`config.mk`:
```
export PLATFORM = sky130hd
export DESIGN_NAME = lc3b_control_flat
export DESIGN_NICKNAME = d
export VERILOG_FILES = /design/src/rtl/lc3b_control_if.sv /design/src/rtl/lc3b_control.sv /design/src/flat_wrapper.sv
export SDC_FILE = /design/constraint.sdc
export NUM_CORES = 1
export LEC_CHECK = 0
export ABC_CLOCK_PERIOD_IN_PS = 2200
export CORE_MARGIN = 5
export CORE_UTILIZATION = 45
export DETAILED_ROUTE_END_ITERATION = 10
export PLACE_DENSITY_LB_ADDON = 0.08
export SLEW_MARGIN = 5
export SYNTH_ARGS = -nofsm -noshare
export SYNTH_HDL_FRONTEND = slang
export SYNTH_SLANG_ARGS = --single-unit
```
`constraint.sdc`:
```
create_clock -name clk -period 2.2 [get_ports clk]
set_input_delay 0.44 -clock clk [delete_from_list [all_inputs] [get_ports clk]]
set_output_delay 0.44 -clock clk [all_outputs]
set_load 0.01 [all_outputs]
```
`src/rtl/lc3b_control_if.sv`:
```
// Memory handshake bundle between the LC-3b control FSM and the memory model.
// master: control unit (issues read/write, receives mem_resp).
// slave : memory model.
interface lc3b_control_if;
  logic       mem_read;
  logic       mem_write;
  logic [1:0] mem_byte_enable;
  logic       mem_resp;

  modport master (
    output mem_read,
    output mem_write,
    output mem_byte_enable,
    input  mem_resp
  );

  modport slave (
    input  mem_read,
    input  mem_write,
    input  mem_byte_enable,
    output mem_resp
  );
endinterface

```
`src/rtl/lc3b_control.sv`:
```
// Moore control FSM for the LC-3b multicycle core.
// Drives every datapath control input from the current state only, and owns
// the memory handshake through the lc3b_control_if master modport.
// Optional build macro LC3B_CONTROL_ILLEGAL_TRAP_EN: undefined opcodes park
// the FSM in HALT with illegal_op=1 until rst; otherwise they act as NOPs.
module lc3b_control (
  input  logic          clk,
  input  logic          rst,
  input  logic [3:0]    opcode,
  input  logic          branch_enable,
  lc3b_control_if.master mem,
  output logic          load_pc,
  output logic          load_ir,
  output logic          load_regfile,
  output logic          load_mar,
  output logic          load_mdr,
  output logic          load_cc,
  output logic          pcmux_sel,
  output logic          storemux_sel,
  output logic          alumux_sel,
  output logic          regfilemux_sel,
  output logic          marmux_sel,
  output logic          mdrmux_sel,
  output logic [2:0]    aluop,
  output logic          illegal_op
);

  localparam logic [3:0] OP_BR  = 4'b0000;
  localparam logic [3:0] OP_ADD = 4'b0001;
  localparam logic [3:0] OP_AND = 4'b0101;
  localparam logic [3:0] OP_LDR = 4'b0110;
  localparam logic [3:0] OP_STR = 4'b0111;
  localparam logic [3:0] OP_NOT = 4'b1001;

  localparam logic [2:0] ALU_ADD  = 3'd0;
  localparam logic [2:0] ALU_AND  = 3'd1;
  localparam logic [2:0] ALU_NOT  = 3'd2;
  localparam logic [2:0] ALU_PASS = 3'd3;

  typedef enum logic [3:0] {
    FETCH1,
    FETCH2,
    FETCH3,
    DECODE,
    S_ADD,
    S_AND,
    S_NOT,
    BR,
    BR_TAKEN,
    CALC_ADDR,
    LDR1,
    LDR2,
    STR1,
`ifdef LC3B_CONTROL_ILLEGAL_TRAP_EN
    STR2,
    HALT
`else
    STR2
`endif
  } state_t;

  state_t state;
  state_t state_next;

  // State register; async reset forces FETCH1 so outputs settle before any edge.
  always_ff @(posedge clk or posedge rst) begin
    if (rst) state <= FETCH1;
    else     state <= state_next;
  end

  // Next-state logic plus Moore outputs (outputs decode state only).
  always_comb begin
    state_next          = state;
    load_pc             = 1'b0;
    load_ir             = 1'b0;
    load_regfile        = 1'b0;
    load_mar            = 1'b0;
    load_mdr            = 1'b0;
    load_cc             = 1'b0;
    pcmux_sel           = 1'b0;
    storemux_sel        = 1'b0;
    alumux_sel          = 1'b0;
    regfilemux_sel      = 1'b0;
    marmux_sel          = 1'b0;
    mdrmux_sel          = 1'b0;
    aluop               = ALU_ADD;
    illegal_op          = 1'b0;
    mem.mem_read        = 1'b0;
    mem.mem_write       = 1'b0;
    mem.mem_byte_enable = 2'b11;

    unique case (state)
      FETCH1: begin
        marmux_sel = 1'b1;
        load_mar   = 1'b1;
        load_pc    = 1'b1;
        state_next = FETCH2;
      end
      FETCH2: begin
        mem.mem_read = 1'b1;
        mdrmux_sel   = 1'b1;
        load_mdr     = 1'b1;
        if (mem.mem_resp) state_next = FETCH3;
      end
      FETCH3: begin
        load_ir    = 1'b1;
        state_next = DECODE;
      end
      DECODE: begin
        case (opcode)
          OP_ADD:         state_next = S_ADD;
          OP_AND:         state_next = S_AND;
          OP_NOT:         state_next = S_NOT;
          OP_BR:          state_next = BR;
          OP_LDR, OP_STR: state_next = CALC_ADDR;
`ifdef LC3B_CONTROL_ILLEGAL_TRAP_EN
          default:        state_next = HALT;
`else
          default:        state_next = FETCH1;
`endif
        endcase
      end
      S_ADD, S_AND, S_NOT: begin
        if (state == S_AND)      aluop = ALU_AND;
        else if (state == S_NOT) aluop = ALU_NOT;
        else                     aluop = ALU_ADD;
        load_regfile = 1'b1;
        load_cc      = 1'b1;
        state_next   = FETCH1;
      end
      BR: begin
        state_next = branch_enable ? BR_TAKEN : FETCH1;
      end
      BR_TAKEN: begin
        pcmux_sel  = 1'b1;
        load_pc    = 1'b1;
        state_next = FETCH1;
      end
      CALC_ADDR: begin
        alumux_sel = 1'b1;
        load_mar   = 1'b1;
        state_next = (opcode == OP_LDR) ? LDR1 : STR1;
      end
      LDR1: begin
        mem.mem_read = 1'b1;
        mdrmux_sel   = 1'b1;
        load_mdr     = 1'b1;
        if (mem.mem_resp) state_next = LDR2;
      end
      LDR2: begin
        regfilemux_sel = 1'b1;
        load_regfile   = 1'b1;
        load_cc        = 1'b1;
        state_next     = FETCH1;
      end
      STR1: begin
        storemux_sel = 1'b1;
        aluop        = ALU_PASS;
        load_mdr     = 1'b1;
        state_next   = STR2;
      end
      STR2: begin
        mem.mem_write = 1'b1;
        if (mem.mem_resp) state_next = FETCH1;
      end
`ifdef LC3B_CONTROL_ILLEGAL_TRAP_EN
      HALT: begin
        illegal_op = 1'b1;
      end
`endif
      default: state_next = FETCH1;
    endcase
  end

endmodule

```
`src/flat_wrapper.sv`:
```
// flat-port wrapper written by rule: the top's interface ports become plain ports
module lc3b_control_flat 
  (clk, rst, opcode, branch_enable, load_pc, load_ir, load_regfile, load_mar, load_mdr, load_cc, pcmux_sel, storemux_sel, alumux_sel, regfilemux_sel, marmux_sel, mdrmux_sel, aluop, illegal_op, mem_mem_read, mem_mem_write, mem_mem_byte_enable, mem_mem_resp);
  lc3b_control_if mem_i ();
  input  logic clk;
  input  logic rst;
  input  logic [3:0] opcode;
  input  logic branch_enable;
  output logic load_pc;
  output logic load_ir;
  output logic load_regfile;
  output logic load_mar;
  output logic load_mdr;
  output logic load_cc;
  output logic pcmux_sel;
  output logic storemux_sel;
  output logic alumux_sel;
  output logic regfilemux_sel;
  output logic marmux_sel;
  output logic mdrmux_sel;
  output logic [2:0] aluop;
  output logic illegal_op;
  output wire logic [$bits(mem_i.mem_read)-1:0] mem_mem_read;
  output wire logic [$bits(mem_i.mem_write)-1:0] mem_mem_write;
  output wire logic [$bits(mem_i.mem_byte_enable)-1:0] mem_mem_byte_enable;
  input wire logic [$bits(mem_i.mem_resp)-1:0] mem_mem_resp;
  assign mem_mem_read = mem_i.mem_read;
  assign mem_mem_write = mem_i.mem_write;
  assign mem_mem_byte_enable = mem_i.mem_byte_enable;
  assign mem_i.mem_resp = mem_mem_resp;
  lc3b_control u_core (.clk(clk), .rst(rst), .opcode(opcode), .branch_enable(branch_enable), .mem(mem_i), .load_pc(load_pc), .load_ir(load_ir), .load_regfile(load_regfile), .load_mar(load_mar), .load_mdr(load_mdr), .load_cc(load_cc), .pcmux_sel(pcmux_sel), .storemux_sel(storemux_sel), .alumux_sel(alumux_sel), .regfilemux_sel(regfilemux_sel), .marmux_sel(marmux_sel), .mdrmux_sel(mdrmux_sel), .aluop(aluop), .illegal_op(illegal_op));
endmodule
```
### Word level (Yosys, flattened, before mapping)

Cells that the tools add are included.

* bits in writable memories: 0
* word-level logic and storage cells: 54
* flip-flop bits (word level): 4
* latch bits: 0
* bits of input ports: 8
* bits in read-only memories: 0
* output and inout port bits: 20
* memories: 0

* bitwise logic cells: 0
* eq/ne operators: 21
* mux-type cells: 22
* multipliers: 0
* order comparisons: 0
* shifts and indexed selects: 0
* divide/modulo/power cells: 0
* add/subtract/negate cells: 0
* reductions and logical operators: 10

Operators by type and width (count)
* 4-bit case mux with 9 select lines: 1
* 4-bit by 3-bit equality test with 1-bit output (second input constant): 7
* 4-bit equality test (second input constant): 7
* 4-bit case mux with 5 select lines: 1
* 4-bit two-way mux: 4
* 1-bit two-way mux: 12
* 4-bit by 1-bit equality test with 1-bit output (second input constant): 2
* 4-bit by 2-bit equality test with 1-bit output (second input constant): 2
* 4-bit zero test: 2
* 2-bit OR reduction: 4
* 3-bit two-way mux: 2
* 2-bit != test (second input constant): 3
* 3-bit case mux with 2 select lines: 1
* 3-bit OR reduction: 2
* 4-bit OR reduction: 1
* 3-bit AND reduction: 1
* 2-bit two-way mux: 1

### Logic depth before layout (Yosys ltp)

* word-level depth: 4
* gate-level depth with buffers: 6

### Worst setup path before layout

OpenSTA, ideal clock, no wires.

* kind: flip-flop to output port
* start point: reg u_core.state[0]
* end point: out load_regfile
* buffers on the path: 3
* path slack: 0.392 ns
* data required time: 1.760 ns
* cell stages (with the launch flop): 7
* arrival: 1.368 ns
* cell sequence: dfrtp_1 buf_2 clkbuf_4 inv_2 nor3_1 a21o_1 buf_4

* word-level cells in the longest chain between the ends: 3
* elaborated cells on any way between the ends: 6
* classes of those cells: eq/ne: 4; mux: 1; reduce/logical: 1

RTL lines
* from (decl): RTL line lc3b_control.sv:62 `state_t state;`
* from (signal assigned): RTL line lc3b_control.sv:68 `else state <= state_next;`
* 4-bit equality test / 4-bit by 3-bit equality test with 1-bit output (equally long branches)
* 4-bit OR reduction (no source line) *
* 1-bit two-way mux *
* to (decl): RTL line flat_wrapper.sv:11 `output logic load_regfile;`

Every way passes the cells marked *; elsewhere a longest branch is shown, timed or not.

### Worst setup path after layout

* start point: reg u_core.state[1]
* end point: out storemux_sel

* word-level cells in the longest chain between the ends: 2

RTL lines
* 4-bit equality test: RTL line lc3b_control.sv:92 `unique case (state)`
* 1-bit two-way mux: RTL line lc3b_control.sv:92
* to (decl): RTL line flat_wrapper.sv:16 `output logic storemux_sel;`

Every way passes these cells.

==> results.py <==
metrics = {
    "yosys": {
        "yosysSeqAreaShare": 0.151,
        "syn_area_per_cell_um2": 7.62,
        "synth-compound-area-share": 0.262,
        "synth_fa_ha_area_frac": 0,
        "synth_top_family_by_area": "simple AND/OR/NAND/NOR gates",
        "synth_top_area_frac": 0.151,
        "syn-cell-area_um2": 663,
        "muxShareOfSynthArea": 0.0321,
        "synthArstFlopShare": 1.00,
        "ys.flop_type": "dfrtp_1",
        "synth_xor_area_frac": 0.0264,
        "synth_simple_gate_area_frac": 0.321,
        "synth-edff-count": 0,
        "synth_area_leaders": "dfrtp_1 15%, buf_4 9.1%, nor2_1 4.5%, nor3b_1 4.5%, a21oi_1 3.8%",
        "ys_ff_latch": 4,
        "yosysUniqueCellTypes": 45,
        "ys_top_cells_by_count": "8 x buf_4, 8 x nor2_1, 6 x nand2_1, 5 x a21oi_1",
        "yosysWarnings": 0,
        "syn_inst": 87,
        "synth_top_area_cell": "dfrtp_1",
    },
    "layout": {
        "largest_reg_flops": 4,
        "syn_to_final_growth_pct": 36.8,
        "top_regs": "u_core.state: 4 flops",
        "nFillCells": 114,
        "diodes": 0,
        "layout-drive-gt1-share": 0.178,
        "nets": 117,
        "max_flop_register": "u_core.state",
        "design_area_um2": 907,
    },
    "placement": {
        "io_buffers": 23,
        "post-dp-hpwl_um": 1210,
        "gp_congestion": 0.832,
        "placed_area_um2": 857,
    },
    "power": {
        "switchingPower_mw": 0.439,
        "p_clk_frac": 0.093,
        "power.internal_mw": 0.551,
        "p_sw_frac": 0.443,
        "ir_drop_uv": 578,
        "p_comb_frac": 0.751,
        "powerDensity_nw_per_um2": 1090,
        "total_power_mw": 0.990,
        "power.leakage_nw": 0.484,
        "power_frac_seq": 0.156,
    },
    "clock_tree": {
        "cts_max_level": 1,
        "cts_tree": "done",
        "clock-sinks": 4,
        "clockBufferDepth": 2,
        "root_buffer": "clkbuf_4",
        "insertion_delay_ns": 0.24,
        "clkTransAtPathRegs_ns": 0.04,
        "cts_inserted_buffers": 3,
        "cts_hold_buf": 0,
    },
    "global_route": {
        "grt_pass1_wl_um": 2790,
        "grt_pass1_vias": 639,
        "overflow": 0,
        "grt_usage": 0.150,
        "grt_max_degree": 18,
        "antenna_found_initial": 0,
    },
    "floorplan": {
        "die_w_um": 48.4,
        "initial_core_util": 0.491,
        "die_area_um2": 2340,
        "rows": 13,
        "ios": 28,
        "core_um2": 1350,
        "die_h_um": 48.4,
    },
    "run": {
        "maxCapViolations": 0,
    },
    "timing": {
        "period_needed_ns": 2.15,
        "timing.hold.ws_ns": 0.377,
        "setup-violations-final": 0,
        "rsz0062_at_grt": "true",
        "max_freq_mhz": 466,
        "fin_crit_sh": 0.975,
        "skew_ns": 0.00381,
        "finalSetupTns_ns": 0,
        "drv_slew": 0,
        "hold_viol": 0,
    },
    "route": {
        "drt_iter0_drc": 0,
        "drtAntennaViolNets": 0,
        "routed_wl_um": 1630,
        "drt-wirelength-per-cell_um": 13.4,
        "vias": 688,
        "via_per_inst": 5.64,
        "firstDrtPassIters": 1,
        "drc_errors": 0,
    },
    "critical_path": {
        "crit_chain": "or2b_2, nor2_1, clkdlybuf4s50_1",
        "startpoint_type": "register",
        "path_max_fanout": 9,
        "crit_type": "reg -> out",
        "required_ns": 1.76,
        "endpoint_kind": "output pin",
        "max_stage_delay_ns": 0.54,
        "critPathSlowestCell": "clkdlybuf4s50_1",
        "arrival_ns": 1.71,
    },
    "status": {
        "run_status": "finished, final reports clean",
    },
    "min_path": {
        "min_path_type": "in -> async",
    },
}
placed cells by master, fill, tap and decap left out, drive strengths merged, types with 2 or more instances in the layout:
cell | Yosys | layout
conb | 2 | 4
or3 | 2 | 2
a21boi | 2 | 2
o21a | 2 | 2
o21ai | 2 | 2
nand2 | 6 | 6
nand2b | 2 | 2
dlymetal6s2s | 0 | 6
nor4b | 2 | 2
dfrtp | 4 | 4
nor3b | 4 | 4
and4bb | 2 | 2
clkdlybuf4s50 | 0 | 13
inv | 4 | 4
a21oi | 5 | 5
nor3 | 3 | 3
nor2 | 8 | 8
dlygate4sd2 | 0 | 4
buf | 13 | 7
clkbuf | 1 | 3
final cells by class:
type / instances / area, um^2 / area share
tap: 15 / 18.8 / 0.0207
timing repair buffer: 30 / 300 / 0.331
multi-input combinational: 66 / 448 / 0.494
sequential: 4 / 103 / 0.113
inverter: 4 / 15.0 / 0.0166
clock buffer: 3 / 22.5 / 0.0248
logic make-up after synthesis:
logic type / count (synthesis)
multiplexers: 2
buffers and inverters: 19
flip-flops: 4
XOR/XNOR: 2
other: 2
AND/OR/NAND/NOR: 35
AO/OA/AOI/OAI: 23
layer usage:
metal,up-vias,share of wire,GRT usage
li1,351,-,-
met3,5,0.058,0.0428
met4,0,0.028,0.111
met2,20,0.49,0.252
met5,-,0,0
met1,312,0.43,0.154
final timing paths:
kind / start / cells past startpoint / slack, ns / to
min reg2reg: u_core.state[1]$_DFFE_PP0P_ / 3 / 0.71 / u_core.state[3]$_DFFE_PP0P_
max in group asynchronous: rst / 2 / 1.66 / u_core.state[2]$_DFFE_PP0P_
min in group clk: u_core.state[1]$_DFFE_PP0P_ / 3 / 0.71 / u_core.state[3]$_DFFE_PP0P_
max reg2reg: u_core.state[1]$_DFFE_PP0P_ / 4 / 0.67 / u_core.state[1]$_DFFE_PP0P_
min: rst / 2 / 0.38 / u_core.state[3]$_DFFE_PP0P_
max: u_core.state[1]$_DFFE_PP0P_ / 3 / 0.05 / storemux_sel
power groups by stage:
stage	clock [mW]	sequential, mW	combinational [mW]
floorplan	0	0.113	0.556
global placement	0	0.144	0.775
detailed placement	0	0.146	0.775
CTS	0.0956	0.151	0.747
global route	0.105	0.163	0.811
finish	0.0921	0.154	0.743
critical path, delay by kind of cell (launching register included):
family                 cells  cell delay [ns]
buffers and inverters      1             0.54
flip-flops                 1             0.45
AND/OR/NAND/NOR            2             0.48
repair_timing:
item / 4_1_cts / 5_1_grt
setup buffers: 0 / 0
setup endpoints to repair: 9 / 8
gates resized for setup: 8 / 8
metrics by stage:
step | setup WS [ns] | utilization | std cells
floorplan | 0.392 | - | 89
global placement | 0.136 | 0.635 | 119
detailed placement | 0.0912 | 0.635 | 119
CTS | 0.00351 | 0.656 | 122
global route | -0.00514 | 0.672 | 122
finish | 0.0548 | 0.672 | 122
(Power assumes the default switching activity.)
